==> config.mk <==
export PLATFORM = sky130hd
export DESIGN_NAME = wave_table_loader
export DESIGN_NICKNAME = d
export VERILOG_FILES = /design/src/rtl/wave_table_loader_pkg.sv /design/src/rtl/wave_shape_gen.sv /design/src/rtl/wave_table_loader.sv
export SDC_FILE = /design/constraint.sdc
export NUM_CORES = 1
export LEC_CHECK = 0
export ABC_AREA = 1
export CAP_MARGIN = 25
export CORE_AREA = 2 2 75 70
export CTS_CLUSTER_SIZE = 12
export DETAILED_ROUTE_END_ITERATION = 10
export DIE_AREA = 0 0 77 72
export GPL_ROUTABILITY_DRIVEN = 0
export PLACE_DENSITY_LB_ADDON = 0.25
export SLEW_MARGIN = 20
export SYNTH_ARGS = -nofsm -noshare
export SYNTH_HDL_FRONTEND = slang
export SYNTH_SLANG_ARGS = --single-unit
==> constraint.sdc <==
create_clock -name wr_clk -period 2.4 [get_ports wr_clk]
set_input_delay 0.36 -clock wr_clk [delete_from_list [all_inputs] [get_ports wr_clk]]
set_output_delay 0.36 -clock wr_clk [all_outputs]
set_load 0.02 [all_outputs]
==> src/rtl/wave_table_loader_pkg.sv <==
// Shared mode codes and FSM encoding for the DDS waveform table loader.
package wave_table_loader_pkg;

  typedef enum logic [1:0] {
    MODE_STREAM   = 2'd0,
    MODE_SQUARE   = 2'd1,
    MODE_TRIANGLE = 2'd2,
    MODE_SAWTOOTH = 2'd3
  } mode_e;

  typedef enum logic [1:0] {
    ST_IDLE   = 2'd0,
    ST_GEN    = 2'd1,
    ST_STREAM = 2'd2,
    ST_DONE   = 2'd3
  } state_e;

endpackage

==> src/rtl/wave_shape_gen.sv <==
// Combinational waveform shaper: maps a table address to its sample for the
// built-in square, triangle and sawtooth shapes.
module wave_shape_gen
  import wave_table_loader_pkg::*;
#(
  parameter int ADDR_WIDTH = 14,
  parameter int DATA_WIDTH = 8
) (
  input  mode_e                 mode_i,
  input  logic [ADDR_WIDTH-1:0] addr_i,
  output logic [DATA_WIDTH-1:0] sample_o
);

  logic                  upper_half;
  logic [DATA_WIDTH-1:0] ramp;

  assign upper_half = addr_i[ADDR_WIDTH-1];
  // Triangle ramps at twice the sawtooth slope and folds back in the upper half.
  assign ramp       = addr_i[ADDR_WIDTH-2 -: DATA_WIDTH];

  always_comb begin
    sample_o = '0;
    case (mode_i)
      MODE_SQUARE:   sample_o = {DATA_WIDTH{upper_half}};
      MODE_TRIANGLE: sample_o = upper_half ? ~ramp : ramp;
      MODE_SAWTOOTH: sample_o = addr_i[ADDR_WIDTH-1 -: DATA_WIDTH];
      default:       sample_o = '0;
    endcase
  end

endmodule

==> src/rtl/wave_table_loader.sv <==
// Fills the waveform RAM either from a generated shape or from a host byte
// stream; drives the RAM write port with registered strobe/address/data.
module wave_table_loader
  import wave_table_loader_pkg::*;
#(
  parameter int ADDR_WIDTH = 14,
  parameter int DATA_WIDTH = 8
) (
  input  logic                  wr_clk,
  input  logic                  tb_wr_rst,
  input  logic                  cmd_valid,
  output logic                  cmd_ready,
  input  logic [1:0]            cmd_mode,
  input  logic                  abort,
  input  logic                  s_valid,
  output logic                  s_ready,
  input  logic [DATA_WIDTH-1:0] s_data,
  output logic                  wr_en,
  output logic [ADDR_WIDTH-1:0] wr_addr,
  output logic [DATA_WIDTH-1:0] wr_data,
  output logic                  busy,
  output logic                  done
);

  localparam logic [ADDR_WIDTH-1:0] ADDR_LAST = '1;

  state_e                  state_q;
  mode_e                   mode_q;
  logic [ADDR_WIDTH-1:0]   addr_q;
  logic [ADDR_WIDTH-1:0]   addr_d;
  logic                    wr_en_q;
  logic [ADDR_WIDTH-1:0]   wr_addr_q;
  logic [DATA_WIDTH-1:0]   wr_data_q;
  logic                    done_q;
  logic [DATA_WIDTH-1:0]   gen_sample;
  logic                    addr_last;

  wave_shape_gen #(
    .ADDR_WIDTH (ADDR_WIDTH),
    .DATA_WIDTH (DATA_WIDTH)
  ) u_shape (
    .mode_i   (mode_q),
    .addr_i   (addr_q),
    .sample_o (gen_sample)
  );

  assign addr_d    = addr_q + 1'b1;
  assign addr_last = (addr_q == ADDR_LAST);

  always_ff @(posedge wr_clk or posedge tb_wr_rst) begin
    if (tb_wr_rst) begin
      state_q   <= ST_IDLE;
      mode_q    <= MODE_STREAM;
      addr_q    <= '0;
      wr_en_q   <= 1'b0;
      wr_addr_q <= '0;
      wr_data_q <= '0;
      done_q    <= 1'b0;
    end else begin
      wr_en_q <= 1'b0;
      done_q  <= 1'b0;
      case (state_q)
        ST_IDLE: begin
          if (cmd_valid) begin
            mode_q  <= mode_e'(cmd_mode);
            addr_q  <= '0;
            state_q <= (cmd_mode == MODE_STREAM) ? ST_STREAM : ST_GEN;
          end
        end
        ST_GEN: begin
          if (abort) begin
            state_q <= ST_IDLE;
          end else begin
            wr_en_q   <= 1'b1;
            wr_addr_q <= addr_q;
            wr_data_q <= gen_sample;
            // The counter stops on the last address instead of wrapping.
            if (addr_last) state_q <= ST_DONE;
            else           addr_q  <= addr_d;
          end
        end
        ST_STREAM: begin
          if (abort) begin
            state_q <= ST_IDLE;
          end else if (s_valid) begin
            wr_en_q   <= 1'b1;
            wr_addr_q <= addr_q;
            wr_data_q <= s_data;
            if (addr_last) state_q <= ST_DONE;
            else           addr_q  <= addr_d;
          end
        end
        ST_DONE: begin
          // First DONE cycle lets the last write land; the second shows done.
          done_q <= ~done_q;
          if (done_q) state_q <= ST_IDLE;
        end
        default: state_q <= ST_IDLE;
      endcase
    end
  end

  assign cmd_ready = (state_q == ST_IDLE);
  assign busy      = (state_q == ST_GEN) || (state_q == ST_STREAM);
  assign s_ready   = (state_q == ST_STREAM) && !abort;
  assign wr_en     = wr_en_q;
  assign wr_addr   = wr_addr_q;
  assign wr_data   = wr_data_q;
  assign done      = done_q;

endmodule

==> metrics.txt, run 1 <==
IO buf count 41; measured slew at the worst slew-check pin approximately 0.52 ns; Hold Buf Count CTS 0; hold depth 1; max-cap viol count 0; Post-synth EDFFs 0; worst path required time 2.04 ns; CTS sink cnt 42; ANT nets after route 0; post-synthesis sequential area ratio 0.4545; Ys Warns 0; Post-DP HPWL 3936 um; Mean Syn Cell Area 7.459 um2; routed wire length 5304 um; syn nets 332; reg2reg setup slack 0.56 ns; Core Region 4745 um2; row cnt 24; Synth area leader dfrtp_1; most frequent cell after synthesis nand2_1; Crit Reg-Reg Endpoint wr_data[4]$_DFFE_PP0P_; RSZ-0062 raised after global routing false; share of cells above drive strength 1 0.06162; Synth area leaders dfrtp_1 45%, nand2_1 20%, inv_1 4.2%, a21oi_1 3.9%, ha_1 3.8%; first-pass GRT wire length around 9000 um; PD cells 973.9 nW/um2; asr flop ratio synth 1.000; Resize count post-CTS 0; Clock Skew roughly 0.008 ns; Setup crit start kind register; post-synth cell types 23; First DRT Iteration DRCs around 130; CP Capture Type output pin; synthesized area 2312 um2; Hold WC Path Type register to register; TritonCTS clock tree built; worst r2r path cells 10; Via density 4.955; Critical R2R Launch state_q[0]$_DFFE_PP0P_; area share of the largest cell type after synthesis 0.4545; post-route setup TNS 0 ns; CP arrival 1.85 ns; #FFs+latches synth 42; pin count of the biggest net entering global routing 43; gr usage total 0.2024; die footprint 5544 um2; number of global-route vias before repair 1932; Slew HR 0.6516; Pwr Total 2.837 mW; Post-route DRC 0; clock latency at the later pin of the worst-skew pair 0.30 ns; Max clock buf depth 2; critical path class register to output pin; Setup Viol. Count Final 0; Leak Pwr 1.408 nW; Hold Path End done$_DFF_PP0_; CTS Buf Count 5; final hold viol count 0; DR pass1 iterations 4; Max Slew Vio Count 0; P&R area growth vs syn 25.97%; Congestion Overflow GR 0; H-tree levels 2; cell count after placement 414; nets@finish 378; final hold slack approximately 0.45 ns; Setup Buffers After CTS 0; Initial Utilization 0.4873; routed via count between 2000 and 2500; Clock transition at path regs ~0.08 ns; Hold Startpoint done$_DFF_PP0_; outcome completed; cells after synthesis 310; Finished Layout Cells between 400 and 500; ANT cells 0; Die X 77 um; Max VDD drop 0.0004646 V; fmax 0.4534 GHz; Final Critical Period 2.205 ns; Boundary Pins 42; CP max FO 4; Root Buffer clkbuf_8; synth cell count leaders 125 x nand2_1, 42 x dfrtp_1, 26 x inv_1; WL/cell 12.57 um; Post-Route Utilization 0.6139; vertical die dimension 72 um; antenna violations before repair 0; ys flop type dfrtp_1; Final Cycle Share 0.9189
[cell families (layout without fill, tap and decap cells)]
logic type               count (synthesis)  count (layout)  synth area share
buffers and inverters                   36              83           0.06331
AO/OA/AOI/OAI                           41              41           0.09632
flip-flops                              42              42            0.4545
XOR/XNOR                                 8               8           0.03030
adder cells (fa/ha/maj)                  7               7           0.03788
multiplexers                             1               1          0.004870
AND/OR/NAND/NOR                        175             175            0.3128
[layer usage]
| layer | wire (um) | GRT usage |
|---|---|---|
| met1 | 2461 | 0.2752 |
| met2 | 2495 | 0.3314 |
| met3 | 240 | 0.03856 |
| met4 | 106 | 0.06746 |
| met5 | 0 | 0 |
[layout make-up]
| cell class | count | area [um2] |
|---|---|---|
| Fill cell | 461 | 1832 |
| Multi-Input combinational cell | 232 | 1115 |
| Sequential cell | 42 | 1051 |
| Timing Repair Buffer | 46 | 447.9 |
| Inverter | 29 | 108.9 |
| Tap cell | 65 | 81.33 |
| Clock buffer | 5 | 68.82 |
| Clock inverter | 3 | 40.04 |
[layout by cell type (no fill, tap or decap), types with 2 or more instances in the layout]
cell	n
nand3_1	17
inv_1	26
nand2_2	3
o21ai_0	15
xor2_1	8
nand2_1	125
o211ai_1	7
ha_1	7
clkinv_1	3
nor3_1	3
dfrtp_1	42
nor2_1	21
clkdlybuf4s50_1	41
clkinv_2	2
nor2_4	2
clkbuf_8	5
buf_4	5
a21oi_1	18
[flip-flops by register name, indices dropped and copies added (netlist names)]
register / cells
addr_q: 14
wr_addr: 14
wr_data: 8
mode_q: 2
state_q: 2
done: 1
wr_en: 1
[how the worst max path moves through the flow]
stage                                       from                      to  slack [ns]  cells after the start
after detailed placement                   abort                 s_ready        0.44                      3
after global routing      state_q[0]$_DFFE_PP0P_                 s_ready        0.13                      5
after floorplan           state_q[0]$_DFFE_PP0P_  state_q[0]$_DFFE_PP0P_        0.59                      8
after CTS                 state_q[0]$_DFFE_PP0P_                 s_ready        0.19                      5
final                     state_q[0]$_DFFE_PP0P_                 s_ready        0.19                      5
after global placement                     abort                 s_ready        0.46                      3
[worst max-delay path: stages (launching register included)]
cell and delay, ns:
dfrtp_1 0.42, inv_1 0.12, ha_1 0.18, clkinv_1 0.09, nor2_1 0.12, clkdlybuf4s50_1 0.62
[power breakdown]
part	internal (mW)	total (mW)	switching [mW]	leakage [nW]
Clock	0.306	0.555	0.249	0.0579
Combinational	0.500	1.33	0.833	0.789
Sequential	0.854	0.949	0.0957	0.562
[per-stage QoR]
stage	worst slack (ns)	area [um2]
final	0.1946	2913
after global routing	0.1265	2913
after CTS	0.1866	2913
after detailed placement	0.4393	2804
after global placement	0.4602	2804
after floorplan	0.5935	2312
No activity file was read; power rests on OpenSTA's default activity.
==> inputs of run 2 (changes only) <==
PLACE_DENSITY_LB_ADDON = 0.12   (was 0.25)
==> metrics.txt, run 2 (same netlist as run 1, synthesis figures left out) <==
antenna violations before repair 0 (unchanged); Congestion Overflow GR 0 (unchanged); Finished Layout Cells 422 (unchanged); CP max FO 4 (unchanged); Setup crit start kind register; CP Capture Type output pin; Clock Skew 0.004367 ns (-0.003711 ns); Met2 Wirelength 2382 um (-4.5%); Final Cycle Share 0.9277 (+0.008783); Boundary Pins 42 (unchanged); CTS Buf Count 5 (unchanged); worst path required time 2.04 ns (about the same); Setup Viol. Count Final 0 (unchanged); CTS sink cnt 42 (unchanged); most frequent cells in the layout 125 x nand2_1, 42 x dfrtp_1, 41 x clkdlybuf4s50_1; Max clock buf depth 2 (unchanged); Post-route DRC 0 (unchanged); nets@finish 378 (unchanged); DR pass1 iterations 4 (unchanged); fillcell total 475 (+3.0%); First DRT Iteration DRCs 132 (+4.8%); Final Critical Period 2.227 ns (+0.02108 ns); clock latency at the later pin of the worst-skew pair 0.29 ns (about the same); number of global-route vias before repair 1953 (+1.1%); Pwr Total 2.831 mW (-0.21%); gr usage total 0.2035 (+0.001144); metal1 wirelength 2510 um (+2.0%); max-cap viol count 0 (unchanged); row cnt 24 (unchanged); cell count after placement 414 (unchanged); P&R area growth vs syn 25.97% (unchanged); vertical die dimension 72 um (unchanged); most common cell after layout, fill and taps aside nand2_1; Max Used Layer met4; Hold WC Path Type register to register; Slew HR 0.6570 (+0.005450); Post-DP HPWL 3836 um (-2.5%); Via density 4.891 (-1.3%); Clock transition at path regs 0.08 ns (about the same); Leak Pwr 1.408 nW (unchanged); pin count of the biggest net entering global routing 43 (unchanged); ANT cells 0 (unchanged); die footprint 5544 um2 (unchanged); routed wire length 5209 um (-1.8%); final instance area 2913 um2 (unchanged); critical path class register to output pin; final hold slack 0.4453 ns (-0.006042 ns); Hold Buf Count CTS 0 (unchanged); Max Slew Vio Count 0 (unchanged); fmax 0.4491 GHz (-0.95%); Setup Buffers After CTS 0 (unchanged); routed via count 2064 (-1.3%); final hold viol count 0 (unchanged); post-route setup TNS 0 ns (unchanged); share of cells above drive strength 1 0.06162 (unchanged); Max VDD drop 0.0005842 V (+26%); worst slack, placed 0.4391 ns (-0.0001650 ns); Post-Route Utilization 0.6139 (unchanged); H-tree levels 2 (unchanged); Core Region 4745 um2 (unchanged); TritonCTS clock tree built; CP arrival 1.87 ns (+0.02 ns); Resize count post-CTS 0 (unchanged); Root Buffer clkbuf_8; outcome completed; Final WS setup 0.1735 ns (-0.02108 ns); DR WL met3 260 um (+8.3%); Die X 77 um (unchanged); Initial Utilization 0.4873 (unchanged); IO buf count 41 (unchanged); WL/cell 12.34 um (-1.8%); measured slew at the worst slew-check pin 0.5145 ns (-0.008176 ns); dpl cell area 2804 um2 (unchanged); PD cells 971.9 nW/um2 (-0.21%); ANT nets after route 0 (unchanged); RSZ-0062 raised after global routing false; first-pass GRT wire length 9032 um (+0.55%)
[run 2: area by class of cell]
class                      instances  area, um2  area share
multi-input combinational        232       1115      0.3827
sequential                        42       1051      0.3608
timing repair buffer              46      447.9      0.1538
inverter                          29      108.9     0.03737
tap                               65      81.33     0.02792
clock buffer                       5      68.82     0.02363
clock inverter                     3      40.04     0.01375
[run 2: where the power goes]
part           total [mW]  switching (mW)  internal [mW]
clock network       0.558           0.251          0.306
logic                1.32           0.822          0.500
registers           0.950          0.0968          0.854
total                2.83            1.17           1.66
[run 2: critical path, cell delays in order, from the launching register on]
cell	delay, ns
dfrtp_1	0.41
inv_1	0.12
ha_1	0.20
clkinv_1	0.09
nor2_1	0.13
clkdlybuf4s50_1	0.62
[run 2: layer usage]
metal / GRT usage / up-vias
met2: 0.3275 / 55
met3: 0.03731 / 6
li1: - / 1072
met1: 0.2811 / 931
met5: 0 / -
met4: 0.07143 / 0
[run 2: worst paths after layout]
path / from / end / slack, ns / cells after the start
worst max-delay path: state_q[0]$_DFFE_PP0P_ / s_ready / 0.17 / 5
worst min-delay path: done$_DFF_PP0_ / done$_DFF_PP0_ / 0.45 / 1
worst max register to register: state_q[0]$_DFFE_PP0P_ / wr_data[4]$_DFFE_PP0P_ / 0.58 / 10
worst min register to register: done$_DFF_PP0_ / done$_DFF_PP0_ / 0.45 / 1
max in group asynchronous: tb_wr_rst / wr_en$_DFF_PP0_ / 1.56 / 3
min in group asynchronous: tb_wr_rst / wr_addr[0]$_DFFE_PP0P_ / 0.49 / 3
==> RTL edit (config.mk and constraints of run 2) <==
`ADDR_WIDTH` is set to 14 in 2 places; all go to 12.
--- a/src/rtl/wave_shape_gen.sv
+++ b/src/rtl/wave_shape_gen.sv
@@ -3,7 +3,7 @@
 module wave_shape_gen
   import wave_table_loader_pkg::*;
 #(
-  parameter int ADDR_WIDTH = 14,
+  parameter int ADDR_WIDTH = 12,
   parameter int DATA_WIDTH = 8
 ) (
   input  mode_e                 mode_i,
--- a/src/rtl/wave_table_loader.sv
+++ b/src/rtl/wave_table_loader.sv
@@ -3,7 +3,7 @@
 module wave_table_loader
   import wave_table_loader_pkg::*;
 #(
-  parameter int ADDR_WIDTH = 14,
+  parameter int ADDR_WIDTH = 12,
   parameter int DATA_WIDTH = 8
 ) (
   input  logic                  wr_clk,
Interface: changed (resized wr_addr); port bits go from 42 to 40. No check against the original RTL was run, so the function may have changed too.
==> RTL edit against run 2 <==
Wire length down 0.94%. Highest routed layer unchanged. Synthesized cell count down 3.9%. Final area is 6.2% lower. Die area unchanged. Synthesized area decreased by 6.8%. Sequential power shrank 6.2%. Global-route usage down 0.22 points. Sequential cell count down 4. Count of clock-buffer cells in the layout is 3 higher. Combinational power grew 3%. Setup slack better by 0.0025 ns. Clock power down 8.1%. Via count is 3.8% lower. Largest power group unchanged. Total power decreased by 2.4%.
==> RTL edit: results <==
export IMPL_synth_commonest_cells="nand2_1, dfrtp_1, nand3_1, nor2_1, inv_1"
export IMPL_viasPerCell=4.89
export IMPL_grt_pass1_wl_um=8890
export IMPL_dp_cells=398
export IMPL_synth_cells=298
export IMPL_cts_path_max_buffers=2
export IMPL_finalNetCount=362
export IMPL_ys_top_cells_by_area="dfrtp_1, nand2_1, nand3_1"
export IMPL_peakVddDrop_v=0.000575
export IMPL_worst_slew_pin_slew_ns=0.513
export IMPL_place_ws_ns=0.400
export IMPL_synth_nets=320
export IMPL_synth_seq_area_share=0.441
export IMPL_dp_hpwl_um=3810
export IMPL_fin_cells=406
export IMPL_grt_max_degree=39
export IMPL_cp_slowest_stage_delay_ns=0.65
export IMPL_grt_pass1_vias=1883
export IMPL_drt_first_iter_violations=114
export IMPL_place_area_sq_um=2620
export IMPL_antenna_found_initial=0
export IMPL_status="finished, final reports clean"
export IMPL_slew_violations=0
export IMPL_grt_total_usage=0.201
export IMPL_maxCapViolations=0
export IMPL_port_buffers=39
export IMPL_cp_max_fo=7
export IMPL_drive_gt1_frac=0.0704
export IMPL_use_met1=0.287
export IMPL_use_met2=0.312
export IMPL_fin_worst_skew_ns=0.00475
export IMPL_p_leak_nw=1.33
export IMPL_met3_usage=0.0448
export IMPL_drt_wl_total_um=5160
==> RTL edit: cell types whose count changed in the layout (fill, tap and decap cells not counted), moves of 6 or more <==
cell and delta:
nand3_1 +6, nand4_1 +6, o21ai_1 +7, nand2_1 -8
o21ai_0 -8, o211ai_1 -7
==> RTL edit: layout make-up <==
class / instances / area, sq um
Fill cell: 468 / 2010
Multi-Input combinational cell: 224 / 1050
Sequential cell: 38 / 951
Timing Repair Buffer: 42 / 425
Clock buffer: 8 / 110
Inverter: 29 / 109
Tap cell: 65 / 81.3
==> RTL edit: per-layer routing <==
layer | vias up | part of all wire | wire length, um
met5 | - | 0 | 0
met4 | 0 | 0.011 | 59
met3 | 6 | 0.057 | 295
met2 | 52 | 0.44 | 2290
met1 | 895 | 0.49 | 2520
li1 | 1032 | - | -
==> RTL edit: logic make-up after synthesis <==
kind of cell	after synthesis	synth area share
xor gates and xnor gates	3	0.0122
and+or+nand+nor	177	0.342
adders and majority gates	7	0.0406
buffers and inverters	36	0.0696
DFF	38	0.441
AOI/OAI and AO/OA	36	0.0888
muxes	1	0.00522
==> RTL edit: worst paths after layout <==
| kind | startpoint | to | slack [ns] | cells after the start |
|---|---|---|---|---|
| setup / recovery | state_q[0] | busy | 0.18 | 3 |
| hold / removal | done | done | 0.46 | 1 |
| setup reg to reg | state_q[0] | wr_data[0] | 0.46 | 8 |
| hold reg to reg | done | done | 0.46 | 1 |
| max in group asynchronous | tb_wr_rst | addr_q[2] | 1.58 | 3 |
| min in group asynchronous | tb_wr_rst | addr_q[5] | 0.49 | 3 |
==> RTL edit: power by group <==
part | total, mW | leakage, nW | switching, mW | internal (mW)
sequential | 0.891 | 0.505 | 0.103 | 0.788
clock | 0.513 | 0.0575 | 0.223 | 0.290
combinational | 1.36 | 0.769 | 0.833 | 0.525
